## config.mk

```make
export PLATFORM = sky130hd
export DESIGN_NAME = leg_reg_bank
export DESIGN_NICKNAME = d
export VERILOG_FILES = /design/src/rtl/leg_pkg.sv /design/src/rtl/leg_io_buffer.sv /design/src/rtl/leg_reg_bank.sv
export SDC_FILE = /design/constraint.sdc
export NUM_CORES = 1
export LEC_CHECK = 0
export CAP_MARGIN = 40
export CORE_MARGIN = 1.5
export CORE_UTILIZATION = 35
export DETAILED_ROUTE_END_ITERATION = 16
export GPL_ROUTABILITY_DRIVEN = 0
export GPL_TIMING_DRIVEN = 1
export PLACE_DENSITY = 0.65
export SETUP_SLACK_MARGIN = 0.4
export SYNTH_ARGS = -nofsm -noshare
export SYNTH_HDL_FRONTEND = slang
export SYNTH_SLANG_ARGS = --single-unit
```

## constraint.sdc

```tcl
create_clock -name clk -period 2.2 [get_ports clk]
set_clock_uncertainty 0.2 [all_clocks]
set_input_delay 0.44 -clock clk [delete_from_list [all_inputs] [get_ports clk]]
set_output_delay 0.44 -clock clk [all_outputs]
set_load 0.03 [all_outputs]
```

## src/rtl/leg_pkg.sv

```systemverilog
// leg_pkg: shared widths and slot constants for the LEG register bank
package leg_pkg;
  localparam int WORD_W = 8;
  localparam logic [2:0] REG_PC = 3'd6;
  localparam logic [2:0] REG_IO = 3'd7;
  localparam logic [WORD_W-1:0] PC_STEP = 8'd4;
  typedef logic [WORD_W-1:0] word_t;
endpackage

```

## src/rtl/leg_io_buffer.sv

```systemverilog
// leg_io_buffer: one-entry ready/valid holding register, loaded on load, cleared on pop
module leg_io_buffer
  import leg_pkg::*;
#(
  parameter int UUID = 0
) (
  input  logic  clk,
  input  logic  rst,
  input  logic  load,
  input  logic  pop,
  input  word_t din,
  output logic  full,
  output word_t dout
);
  always_ff @(posedge clk) begin
    if (rst) begin
      full <= 1'b0;
      dout <= '0;
    end else begin
      full <= load | (full & ~pop);
      if (load) dout <= din;
    end
  end
endmodule

```

## src/rtl/leg_reg_bank.sv

```systemverilog
// leg_reg_bank: GP registers, PC and I/O slot feeding the LEG operand muxes
module leg_reg_bank
  import leg_pkg::*;
#(
  parameter int          UUID     = 0,
  parameter string       NAME     = "",
  parameter logic [7:0]  PC_RESET = 8'h00
) (
  input  logic       clk,
  input  logic       rst,
  input  logic       wr_en,
  input  logic [7:0] wr_addr,
  input  logic [7:0] wr_data,
  input  logic       pc_inc,
  input  logic       jump_en,
  input  logic [7:0] jump_target,
  input  logic [7:0] in_data,
  input  logic       in_valid,
  output logic       in_ready,
  input  logic       rd7_consume,
  output logic [7:0] out_data,
  output logic       out_valid,
  input  logic       out_ready,
  output logic       stall,
  output logic [7:0] r0,
  output logic [7:0] r1,
  output logic [7:0] r2,
  output logic [7:0] r3,
  output logic [7:0] r4,
  output logic [7:0] r5,
  output logic [7:0] r6,
  output logic [7:0] r7
);
  word_t      gp [6];
  word_t      pc;
  word_t      in_buf;
  logic       in_full;
  logic [2:0] addr;
  logic       wr_pc;
  logic       wr_io;
  logic       unused_addr;
  assign addr        = wr_addr[2:0];
  assign unused_addr = ^wr_addr[7:3];
  assign wr_pc       = wr_en & (addr == REG_PC);
  assign wr_io       = wr_en & (addr == REG_IO);
  assign in_ready    = ~in_full | rd7_consume;
  assign stall       = (rd7_consume & ~in_full) | (wr_io & out_valid & ~out_ready);
  leg_io_buffer #(.UUID(UUID ^ 1)) u_in (
    .clk  (clk),
    .rst  (rst),
    .load (in_valid & in_ready),
    .pop  (rd7_consume),
    .din  (in_data),
    .full (in_full),
    .dout (in_buf)
  );
  // a held byte is replaced in the same edge it is accepted
  leg_io_buffer #(.UUID(UUID ^ 2)) u_out (
    .clk  (clk),
    .rst  (rst),
    .load (wr_io & (~out_valid | out_ready)),
    .pop  (out_ready),
    .din  (wr_data),
    .full (out_valid),
    .dout (out_data)
  );
  always_ff @(posedge clk) begin
    if (rst) begin
      for (int i = 0; i < 6; i++) gp[i] <= '0;
      pc <= PC_RESET;
    end else if (!stall) begin
      for (int i = 0; i < 6; i++) if (wr_en && addr == 3'(i)) gp[i] <= wr_data;
      pc <= wr_pc ? wr_data : jump_en ? jump_target : pc_inc ? pc + PC_STEP : pc;
    end
  end
  assign r0 = gp[0];
  assign r1 = gp[1];
  assign r2 = gp[2];
  assign r3 = gp[3];
  assign r4 = gp[4];
  assign r5 = gp[5];
  assign r6 = pc;
  assign r7 = in_full ? in_buf : '0;
endmodule

```

==> load_flow_metrics.sql, run 1 <==
INSERT INTO impl_metrics (metric_group, metric, value, unit) VALUES
('sta', 'max-slew-margin-rel', '69.1', '%'),
('synth', 'synth.top_cell.area_share', '45.8', '%'),
('finish', 'multi_input_comb_area', '1180', 'µm²'),
('sta', 'setup_ws', '0.376', 'ns'),
('sta', 'final_hold_viol_count', '0', ''),
('sta', 'fmax', '548', 'MHz'),
('route', 'wl_per_cell', '15.2', 'µm'),
('route', 'vias_per_cell', '4.85', ''),
('floorplanning', 'floorplan.die_area', '9580', 'µm²'),
('synth', 'synth.most_common_cell', 'and2_1', ''),
('cts', 'cts_root_buffer', 'clkbuf_8', ''),
('finish', 'antenna-diode-count', '0', ''),
('setup_path', 'critical_path.cell_chain', 'nand2b_4 > o21a_1 > inv_2 > buf_6', ''),
('setup_path', 'endpoint_kind', 'output port', ''),
('cts', 'cts_buffer_depth', '2', ''),
('route', 'via_count', '2551', ''),
('finish', 'final_nets', '454', ''),
('setup_path', 'timing.rr.start', 'u_in.full', ''),
('cts', 'cts_made_buffers', '9', ''),
('global_routing', 'number_of_antenna_violations_at_the_first_check_in_global_routing', '0', ''),
('finish', 'regArea', '1970', 'µm²'),
('global_routing', 'grtUsageTotal', '16.9', '%'),
('floorplanning', 'die_h', '97.9', 'µm'),
('cts', 'insertion_delay', '0.35', 'ns'),
('cts', 'cts_tree', 'built', ''),
('setup_path', 'critical_path_maximum_fanout', '3', ''),
('sta', 'final_max_slew_violation_count', '0', ''),
('synth', 'synth_enable_flop_cells', '48', ''),
('hold_path', 'min_path_cells', '3', ''),
('synth', 'synth.ff_latch_count', '74', ''),
('pwr', 'report.power.total', '0.00338', 'W'),
('sta', 'max_slew.worst_pin.slew', '0.462', 'ns'),
('sta', 'grt_setup_unrepaired', 'yes', ''),
('place', 'place.detailed.hpwl', '5.92', 'mm'),
('hold_path', 'hold_class', 'input port to flop', ''),
('synth', 'netlist_area', '3150', 'µm²'),
('setup_path', 'critical-path-max-stage-delay', '0.37', 'ns'),
('route', 'route.detailed.drc', '0', ''),
('sta', 'total_negative_setup_slacks', '0', 'ns'),
('flow_run', 'max_cap_violations', '0', ''),
('pwr', 'power.leakage', '2.05', 'nW'),
('finish', 'layout-drive-gt1-share', '21.1', '%'),
('cts', 'clock_sinks', '74', ''),
('setup_path', 'crit_required', '1.56', 'ns'),
('pwr', 'power_density', '706', 'nW/µm²'),
('synth', 'synth-async-reset-ratio', '0', '%'),
('synth', 'synth_seq_area_share', '62.3', '%'),
('finish', 'syn2layout_area_growth', '51.7', '%'),
('setup_path', 'crit_path_arrival_time', '1.18', 'ns'),
('setup_path', 'setup.worst_path.class', 'flop to output port', ''),
('global_routing', 'grt_first_pass_wirelength', '12.5', 'mm'),
('synth', 'netlist_top_cells_area', 'edfxtp_1, dfxtp_1, and2_1', ''),
('cts', 'cts-htree-levels', '3', ''),
('floorplanning', 'core_area', '8720', 'µm²'),
('synth', 'yosysTopAreaCell', 'edfxtp_1', ''),
('setup_path', 'ff2ff_path_depth', '6', ''),
('pwr', 'vdd_ir_max', '347', 'µV'),
('setup_path', 'crit_path_top_delay_cell', 'dfxtp_2', ''),
('global_routing', 'first_global_vias', '2402', ''),
('status', 'run_status', 'completed', ''),
('global_routing', 'globalRoute.totalOverflow', '0', ''),
('place', 'detailedPlace.worstSlack', '-0.199', 'ns'),
('setup_path', 'startpoint_type', 'flop', ''),
('synth', 'ys_warn_count', '0', ''),
('synth', 'synthDistinctLibCells', '44', ''),
('hold_path', 'worstHoldStart', 'out_ready', ''),
('sta', 'timing.final.crit_period', '1.82', 'ns'),
('synth', 'synth.cells.most_frequent', 'and2_1, edfxtp_1, dfxtp_1', ''),
('floorplanning', 'top_level_ports', '115', ''),
('route', 'antenna_left', '0', ''),
('place', 'post-place-cells', '508', '');
[layout by cell type, fill, tap and decap left out, types with 3 or more instances in the layout]
| cell type | instances |
|---|---|
| buf_4 | 34 |
| nand2_1 | 17 |
| dlygate4sd2_1 | 59 |
| buf_2 | 7 |
| o21ai_0 | 5 |
| nand2b_1 | 3 |
| nand3_1 | 11 |
| edfxtp_1 | 48 |
| inv_1 | 4 |
| dfxtp_1 | 21 |
| clkdlybuf4s15_2 | 4 |
| a21oi_1 | 18 |
| clkbuf_2 | 5 |
| nor2b_1 | 3 |
| clkdlybuf4s50_1 | 28 |
| nor2_1 | 14 |
| nor3_1 | 6 |
| bufinv_16 | 3 |
| clkbuf_8 | 9 |
| mux2i_1 | 10 |
| dfxtp_2 | 4 |
| o21bai_2 | 3 |
| and2_1 | 52 |
[repair_timing]
item,4_1_cts,5_1_grt
hold buffers,0,0
resized for setup,120,21
pin swaps,3,1
setup endpoints to repair,174,27
buffers inserted,1,1
[worst max-delay path: cells and delay by family (launching register included)]
family / cells / cell delay (ns)
simple gates: 1 / 0.06
flops: 1 / 0.37
compound gates: 1 / 0.21
buf+inv: 2 / 0.21
[stage by stage]
step	area, µm²	utilization [%]	hold WS, ns
floorplan	3190	-	0.232
global placement	4610	52.9	0.239
detailed placement	4610	52.9	0.244
CTS	4760	54.6	0.256
global route	4780	54.8	0.190
finish	4780	54.8	0.188
[state kept, by name (all words and copies together), names as in the netlist]
signal / cells
u_in.dout: 8
gp: 48
u_out.dout: 8
u_out.full: 1
u_in.full: 1
r6: 8
[worst max path at each step]
stage,start,end,slack (ns),depth (start not counted)
floorplan,rd7_consume,gp[0][0],0.40,4
global placement,rd7_consume,gp[0][2],-0.18,4
detailed placement,rd7_consume,gp[0][2],-0.20,4
CTS,out_ready,stall,0.16,5
global route,u_out.full,stall,0.32,4
finish,u_out.full,stall,0.38,4
[power breakdown]
group / internal, W / leakage [nW] / switching, W
sequential: 0.00155 / 0.705 / 0.0000333
clock: 0.000760 / 0.121 / 0.000519
combinational: 0.000211 / 1.22 / 0.000307
[logic make-up after synthesis]
group | after synthesis | share of synthesized area [%]
buffers and inverters | 16 | 2.03
AND/OR/NAND/NOR | 123 | 22.4
XOR/XNOR | 2 | 0.556
multiplexers | 10 | 3.18
flip-flops | 74 | 62.3
AO/OA/AOI/OAI | 44 | 9.21
adder cells (fa/ha/maj) | 1 | 0.397
[metal layers]
metal  vias up  share of wire (%)  track usage, %
met5         -                  0               0
met4         0                1.9            6.26
met3        12                8.5            5.73
met2       108                 46            26.7
met1      1174                 44            21.6
li1       1257                  -               -
[final cells by class]
cell class	count	share of cell area (%)
Tap cell	108	2.83
Multi-Input combinational cell	180	24.8
Clock inverter	6	2.36
Clock buffer	10	2.67
Sequential cell	74	41.2
Inverter	5	0.393
Timing Repair Buffer	143	25.8
No activity file was read; power rests on OpenSTA's default activity.
==> run 2: changes to the inputs <==
Clock period 2.2 ns to 1.9 ns, I/O delays scaled along.
==> load_flow_metrics.sql, run 2 (synthesized netlist as in run 1, its figures left out) <==
INSERT INTO impl_metrics (metric_group, metric, value, unit) VALUES
('global_routing', 'grt_busiest_layer', 'met2', ''),
('floorplanning', 'std_cell_rows', '34', ''),
('setup_path', 'crit_path_arrival_time', '1.23', 'ns'),
('global_routing', 'grt_start_max_net_pins', '18', ''),
('finish', 'finalInstanceArea', '5200', 'µm²'),
('finish', 'antenna-diode-count', '0', ''),
('sta', 'fin_crit_sh', '95.0', '%'),
('hold_path', 'min_path_cells', '3', ''),
('status', 'run_status', 'completed', ''),
('floorplanning', 'floorplan.die_area', '9580', 'µm²'),
('setup_path', 'worst_path_bufs_invs', '3', ''),
('route', 'wl_per_cell', '15.7', 'µm'),
('finish', 'fillerInstances', '733', ''),
('global_routing', 'number_of_antenna_violations_at_the_first_check_in_global_routing', '0', ''),
('finish', 'final_nets', '467', ''),
('route', 'vias_per_cell', '4.92', ''),
('sta', 'max-slew-margin-rel', '63.9', '%'),
('global_routing', 'grt.met3_usage', '4.58', '%'),
('global_routing', 'grt.met1_usage', '22.4', '%'),
('flow_run', 'max_cap_violations', '0', ''),
('finish', 'syn2layout_area_growth', '65.1', '%'),
('setup_path', 'cpMostUsedCell', 'buf_6', ''),
('place', 'detailedPlace.worstSlack', '-0.377', 'ns'),
('place', 'post-place-cells', '514', ''),
('floorplanning', 'top_level_ports', '115', ''),
('global_routing', 'grt_use_met2', '31.1', '%'),
('setup_path', 'timing.rr.start', 'u_in.full', ''),
('setup_path', 'endpoint_kind', 'output port', ''),
('route', 'detailedRoute.firstPassIterationCount', '4', ''),
('setup_path', 'timing.reg2reg.setup_slack', '0.16', 'ns'),
('setup_path', 'setup.worst_path.class', 'flop to output port', ''),
('pwr', 'vdd_ir_max', '322', 'µV'),
('pwr', 'power_density', '742', 'nW/µm²'),
('place', 'place.detailed.hpwl', '6.16', 'mm'),
('sta', 'setup_ws', '0.0945', 'ns'),
('sta', 'final_max_slew_violation_count', '0', ''),
('finish', 'most-common-layout-cells', 'buf_6, buf_4, edfxtp_1', ''),
('global_routing', 'globalRoute.totalOverflow', '0', ''),
('finish', 'layout.cells.most_common', 'buf_6', ''),
('setup_path', 'startpoint_type', 'flop', ''),
('route', 'route.detailed.drc', '0', ''),
('finish', 'largest_register', 'gp', ''),
('finish', 'layout-drive-gt1-share', '45.7', '%'),
('cts', 'post_cts_hold_buffer_count', '0', ''),
('place', 'placedInstanceArea', '4760', 'µm²'),
('setup_path', 'critical_path.cell_chain', 'nand2b_4 > buf_6 > o21a_4 > clkinv_4 > buf_6', ''),
('pwr', 'report.power.total', '0.00386', 'W'),
('hold_path', 'worstHoldStart', 'out_ready', ''),
('floorplanning', 'core_area', '8720', 'µm²'),
('global_routing', 'first_global_vias', '2639', ''),
('setup_path', 'ff2ff_path_depth', '4', ''),
('route', 'antenna_left', '0', ''),
('hold_path', 'hold_class', 'input port to flop', ''),
('floorplanning', 'die_h', '97.9', 'µm'),
('place', 'port-buffer-count', '109', ''),
('setup_path', 'critPathTopFamily', 'flip-flops', ''),
('floorplanning', 'die_width', '97.9', 'µm'),
('cts', 'cts_tree', 'built', ''),
('global_routing', 'grt_first_pass_wirelength', '13.5', 'mm'),
('cts', 'cts_buffer_depth', '2', ''),
('setup_path', 'critical_path_maximum_fanout', '4', ''),
('finish', 'finish.cell_count_without_fillers', '539', ''),
('setup_path', 'crit-reg2reg-capture', 'gp[2][0]', ''),
('sta', 'fmax', '554', 'MHz'),
('setup_path', 'crit_required', '1.32', 'ns'),
('cts', 'insertion_delay', '0.34', 'ns'),
('cts', 'cts-htree-levels', '3', ''),
('cts', 'clock_sinks', '74', ''),
('sta', 'total_negative_setup_slacks', '0', 'ns'),
('setup_path', 'critical-path-max-stage-delay', '0.36', 'ns'),
('route', 'via_count', '2650', ''),
('setup_path', 'crit_path_top_delay_cell', 'dfxtp_4', ''),
('sta', 'timing.final.crit_period', '1.81', 'ns'),
('route', 'drt_iter0_drc', '53', ''),
('cts', 'cts_root_buffer', 'clkbuf_8', ''),
('sta', 'max_slew.worst_pin.slew', '0.538', 'ns'),
('hold_path', 'hold_end', 'u_out.full', ''),
('cts', 'cts_made_buffers', '9', ''),
('sta', 'final_hold_viol_count', '0', ''),
('sta', 'endpoints_failing_setup', '0', ''),
('finish', 'largest_reg_flops', '48', ''),
('cts', 'worst_setup_hold_path_clk_slew', '0.08', 'ns'),
('global_routing', 'grtUsageTotal', '17.9', '%'),
('setup_path', 'path_depth', '5', ''),
('floorplanning', 'floorplan.initialDensity', '36.1', '%'),
('route', 'postRouteWirelength', '8.47', 'mm'),
('pwr', 'power.leakage', '2.13', 'nW'),
('sta', 'grt_setup_unrepaired', 'yes', '');
==> run 2: changes by cell type in the layout (fill, tap and decap cells not counted), sizes merged <==
| cell | delta |
|---|---|
| buf | +81 |
| dlygate4sd2 | -55 |
| dlymetal6s2s | -1 |
| inv | +1 |
| clkdlybuf4s50 | -2 |
| clkdlybuf4s15 | -5 |
| clkinvlp | +2 |
| clkbuf | -5 |
| bufinv | -2 |
| clkdlybuf4s18 | -1 |
==> run 2: worst max-delay path by stage <==
stage / endpoint / from
2_1_floorplan: gp[0][0] / rd7_consume
3_5_place_dp: gp[0][6] / wr_addr[2]
5_1_grt: stall / u_in.full
3_3_place_gp: gp[0][2] / wr_addr[2]
4_1_cts: stall / u_in.full
6_report: stall / u_in.full
==> run 2: final cells by class <==
type / instances / area, µm² / area share (%)
clock buffer: 9 / 124 / 2.38
clock inverter: 7 / 82.6 / 1.59
inverter: 5 / 23.8 / 0.457
multi-input combinational: 180 / 1440 / 27.6
sequential: 74 / 1980 / 38.1
tap: 108 / 135 / 2.60
timing repair buffer: 156 / 1420 / 27.3
==> run 2: where the power goes <==
group          total [W]  internal [W]  switching (W)
combinational   0.000738      0.000337       0.000400
clock            0.00128      0.000630       0.000649
sequential       0.00184       0.00179      0.0000524
total            0.00386       0.00276        0.00110
==> run 2: worst min-delay path, cell delays in order <==
cell	delay (ns)
dlygate4sd2_1	0.20
nand2b_4	0.13
a21oi_1	0.06
==> run 2: layer usage <==
layer	wire length, µm	share of wire (%)
met1	3640	43
met2	4200	50
met3	533	6.3
met4	94	1.1
met5	0	0
==> run 2: metrics by stage <==
stage	util [%]	hold WS (ns)
2_1_floorplan	-	0.232
3_3_place_gp	54.6	0.239
3_5_place_dp	54.6	0.246
4_1_cts	57.3	0.242
5_1_grt	59.7	0.257
6_report	59.7	0.255
==> run 2: timing repair <==
item	4_1_cts	5_1_grt
gates resized for setup	470	97
setup endpoints to repair	195	169
hold endpoints to repair	0	0
pin swaps	20	7
setup buffers	8	1
==> run 3: changes to the inputs <==
Settings changed: CTS_CLUSTER_SIZE from default to 16, PLACE_DENSITY 0.65 to 0.68.
Clock period 1.9 ns to 1.5 ns, I/O delays scaled along.
==> load_flow_metrics.sql, run 3 (synthesized netlist as in run 1, its figures left out) <==
INSERT INTO impl_metrics (metric_group, metric, value, unit) VALUES
('status', 'run_status', 'finished, violations left', ''),
('status', 'violations', 'setup timing', ''),
('finish', 'syn2layout_area_growth', '92.1', '%'),
('cts', 'cts_made_buffers', '9', ''),
('place', 'placedInstanceArea', '4900', 'µm²'),
('global_routing', 'number_of_antenna_violations_at_the_first_check_in_global_routing', '0', ''),
('route', 'antenna_left', '0', ''),
('global_routing', 'grt_use_met2', '32.3', '%'),
('cts', 'insertion_delay', '0.35', 'ns'),
('setup_path', 'ff2ff_path_depth', '4', ''),
('setup_path', 'crit_path_arrival_time', '1.20', 'ns'),
('setup_path', 'crit_required', '1.00', 'ns'),
('setup_path', 'startpoint_type', 'flop', ''),
('cts', 'clock_sinks', '74', ''),
('setup_path', 'critical_path_maximum_fanout', '3', ''),
('route', 'detailedRoute.firstPassIterationCount', '5', ''),
('sta', 'endpoints_failing_setup', '110', ''),
('finish', 'final_nets', '499', ''),
('finish', 'regArea', '2000', 'µm²'),
('sta', 'fmax', '589', 'MHz'),
('global_routing', 'globalRoute.totalOverflow', '0', ''),
('setup_path', 'endpoint_kind', 'output port', ''),
('pwr', 'power_density', '812', 'nW/µm²'),
('place', 'port-buffer-count', '109', ''),
('route', 'via_count', '2820', ''),
('floorplanning', 'floorplan.initialDensity', '36.1', '%'),
('sta', 'max_slew.worst_pin.slew', '0.370', 'ns'),
('floorplanning', 'die_width', '97.9', 'µm'),
('cts', 'post_cts_hold_buffer_count', '0', ''),
('finish', 'multi_input_comb_area', '1750', 'µm²'),
('finish', 'antenna-diode-count', '0', ''),
('global_routing', 'grtUsageTotal', '19.5', '%'),
('cts', 'cts_root_buffer', 'clkbuf_8', ''),
('finish', 'most-common-layout-cells', 'buf_6, edfxtp_1, buf_4', ''),
('sta', 'max-slew-margin-rel', '75.3', '%'),
('finish', 'finalInstanceArea', '6050', 'µm²'),
('route', 'drt_iter0_drc', '111', ''),
('sta', 'finalHoldWorstSlack', '0.239', 'ns'),
('route', 'route.detailed.drc', '0', ''),
('floorplanning', 'std_cell_rows', '34', ''),
('hold_path', 'hold_class', 'input port to flop', ''),
('sta', 'final_max_slew_violation_count', '0', ''),
('finish', 'layout-drive-gt1-share', '63.1', '%'),
('flow_run', 'max_cap_violations', '0', ''),
('global_routing', 'grt.met1_usage', '25.3', '%'),
('sta', 'final_hold_viol_count', '0', ''),
('global_routing', 'grt_first_pass_wirelength', '14.7', 'mm'),
('finish', 'fillerInstances', '622', ''),
('route', 'postRouteWirelength', '9.61', 'mm'),
('floorplanning', 'floorplan.die_area', '9580', 'µm²'),
('global_routing', 'grt_busiest_layer', 'met2', ''),
('floorplanning', 'core_area', '8720', 'µm²'),
('cts', 'cts_buffer_depth', '2', ''),
('floorplanning', 'top_level_ports', '115', ''),
('floorplanning', 'die_h', '97.9', 'µm'),
('finish', 'largest_register', 'gp', ''),
('route', 'vias_per_cell', '4.94', ''),
('cts', 'cts_tree', 'built', ''),
('cts', 'cts-htree-levels', '3', ''),
('sta', 'grt_setup_unrepaired', 'yes', ''),
('route', 'wl_per_cell', '16.8', 'µm'),
('pwr', 'power.leakage', '2.44', 'nW'),
('pwr', 'vdd_ir_max', '505', 'µV'),
('sta', 'fin_crit_sh', '113', '%'),
('finish', 'layout.cells.most_common', 'buf_6', ''),
('hold_path', 'min_path_cells', '4', ''),
('global_routing', 'grt_start_max_net_pins', '19', ''),
('global_routing', 'grt.met3_usage', '4.80', '%'),
('sta', 'timing.final.crit_period', '1.70', 'ns'),
('sta', 'setup_ws', '-0.197', 'ns'),
('cts', 'worst_setup_hold_path_clk_slew', '0.08', 'ns'),
('global_routing', 'first_global_vias', '2838', ''),
('setup_path', 'setup.worst_path.class', 'flop to output port', ''),
('place', 'place.detailed.hpwl', '6.23', 'mm'),
('sta', 'total_negative_setup_slacks', '-11.22', 'ns'),
('finish', 'largest_reg_flops', '48', '');
-- run 3: cell types whose count changed in the layout (fill, tap and decap cells not counted), moves of 11 or more --
cell / change
dfxtp_1: -12
and2_1: -24
and2_4: +24
dfxtp_2: +11
buf_6: +48
buf_2: -16
-- run 3: final timing paths --
check	startpoint	end	slack, ns
max	u_in.full	r7[0]	-0.20
min	out_ready	u_out.full	0.24
max reg2reg	u_in.full	gp[0][0]	-0.18
min reg2reg	u_in.dout[3]	u_in.dout[3]	0.28
-- run 3: metal layers --
metal,vias up,wire length [µm]
li1,1352,-
met1,1361,4000
met2,100,4990
met3,7,529
met4,0,93
met5,-,0
-- run 3: critical path, stage by stage, from the launching register on --
cell and delay, ns:
dfxtp_4 0.37, buf_12 0.12, buf_6 0.11, and2_4 0.13, buf_6 0.13
-- run 3: power breakdown --
| group | internal [W] | switching [W] |
|---|---|---|
| sequential | 0.00227 | 0.0000653 |
| combinational | 0.000607 | 0.000608 |
| clock | 0.000594 | 0.000774 |
| total | 0.00347 | 0.00145 |
-- run 3: final cells by class --
class | instances | share of cell area (%)
clock buffer | 9 | 2.05
clock inverter | 7 | 0.744
inverter | 5 | 0.434
multi-input combinational | 180 | 28.9
sequential | 74 | 33.0
tap | 108 | 2.23
timing repair buffer | 188 | 32.6
-- run 3: repair_timing --
item                                    CTS  global route
setup buffers                            12            14
endpoints found under the setup margin  197           196
gates resized for setup                 339            60
pin swaps                                61            24
-- run 3: metrics by stage --
stage / std cells / setup slack (ns) / utilization (%) / power, W
floorplan: 270 / -0.138 / - / 0.00283
global placement: 529 / -0.631 / 56.1 / 0.00327
detailed placement: 529 / -0.666 / 56.1 / 0.00328
CTS: 557 / -0.194 / 65.1 / 0.00482
global route: 571 / -0.246 / 69.4 / 0.00513
finish: 571 / -0.197 / 69.4 / 0.00492
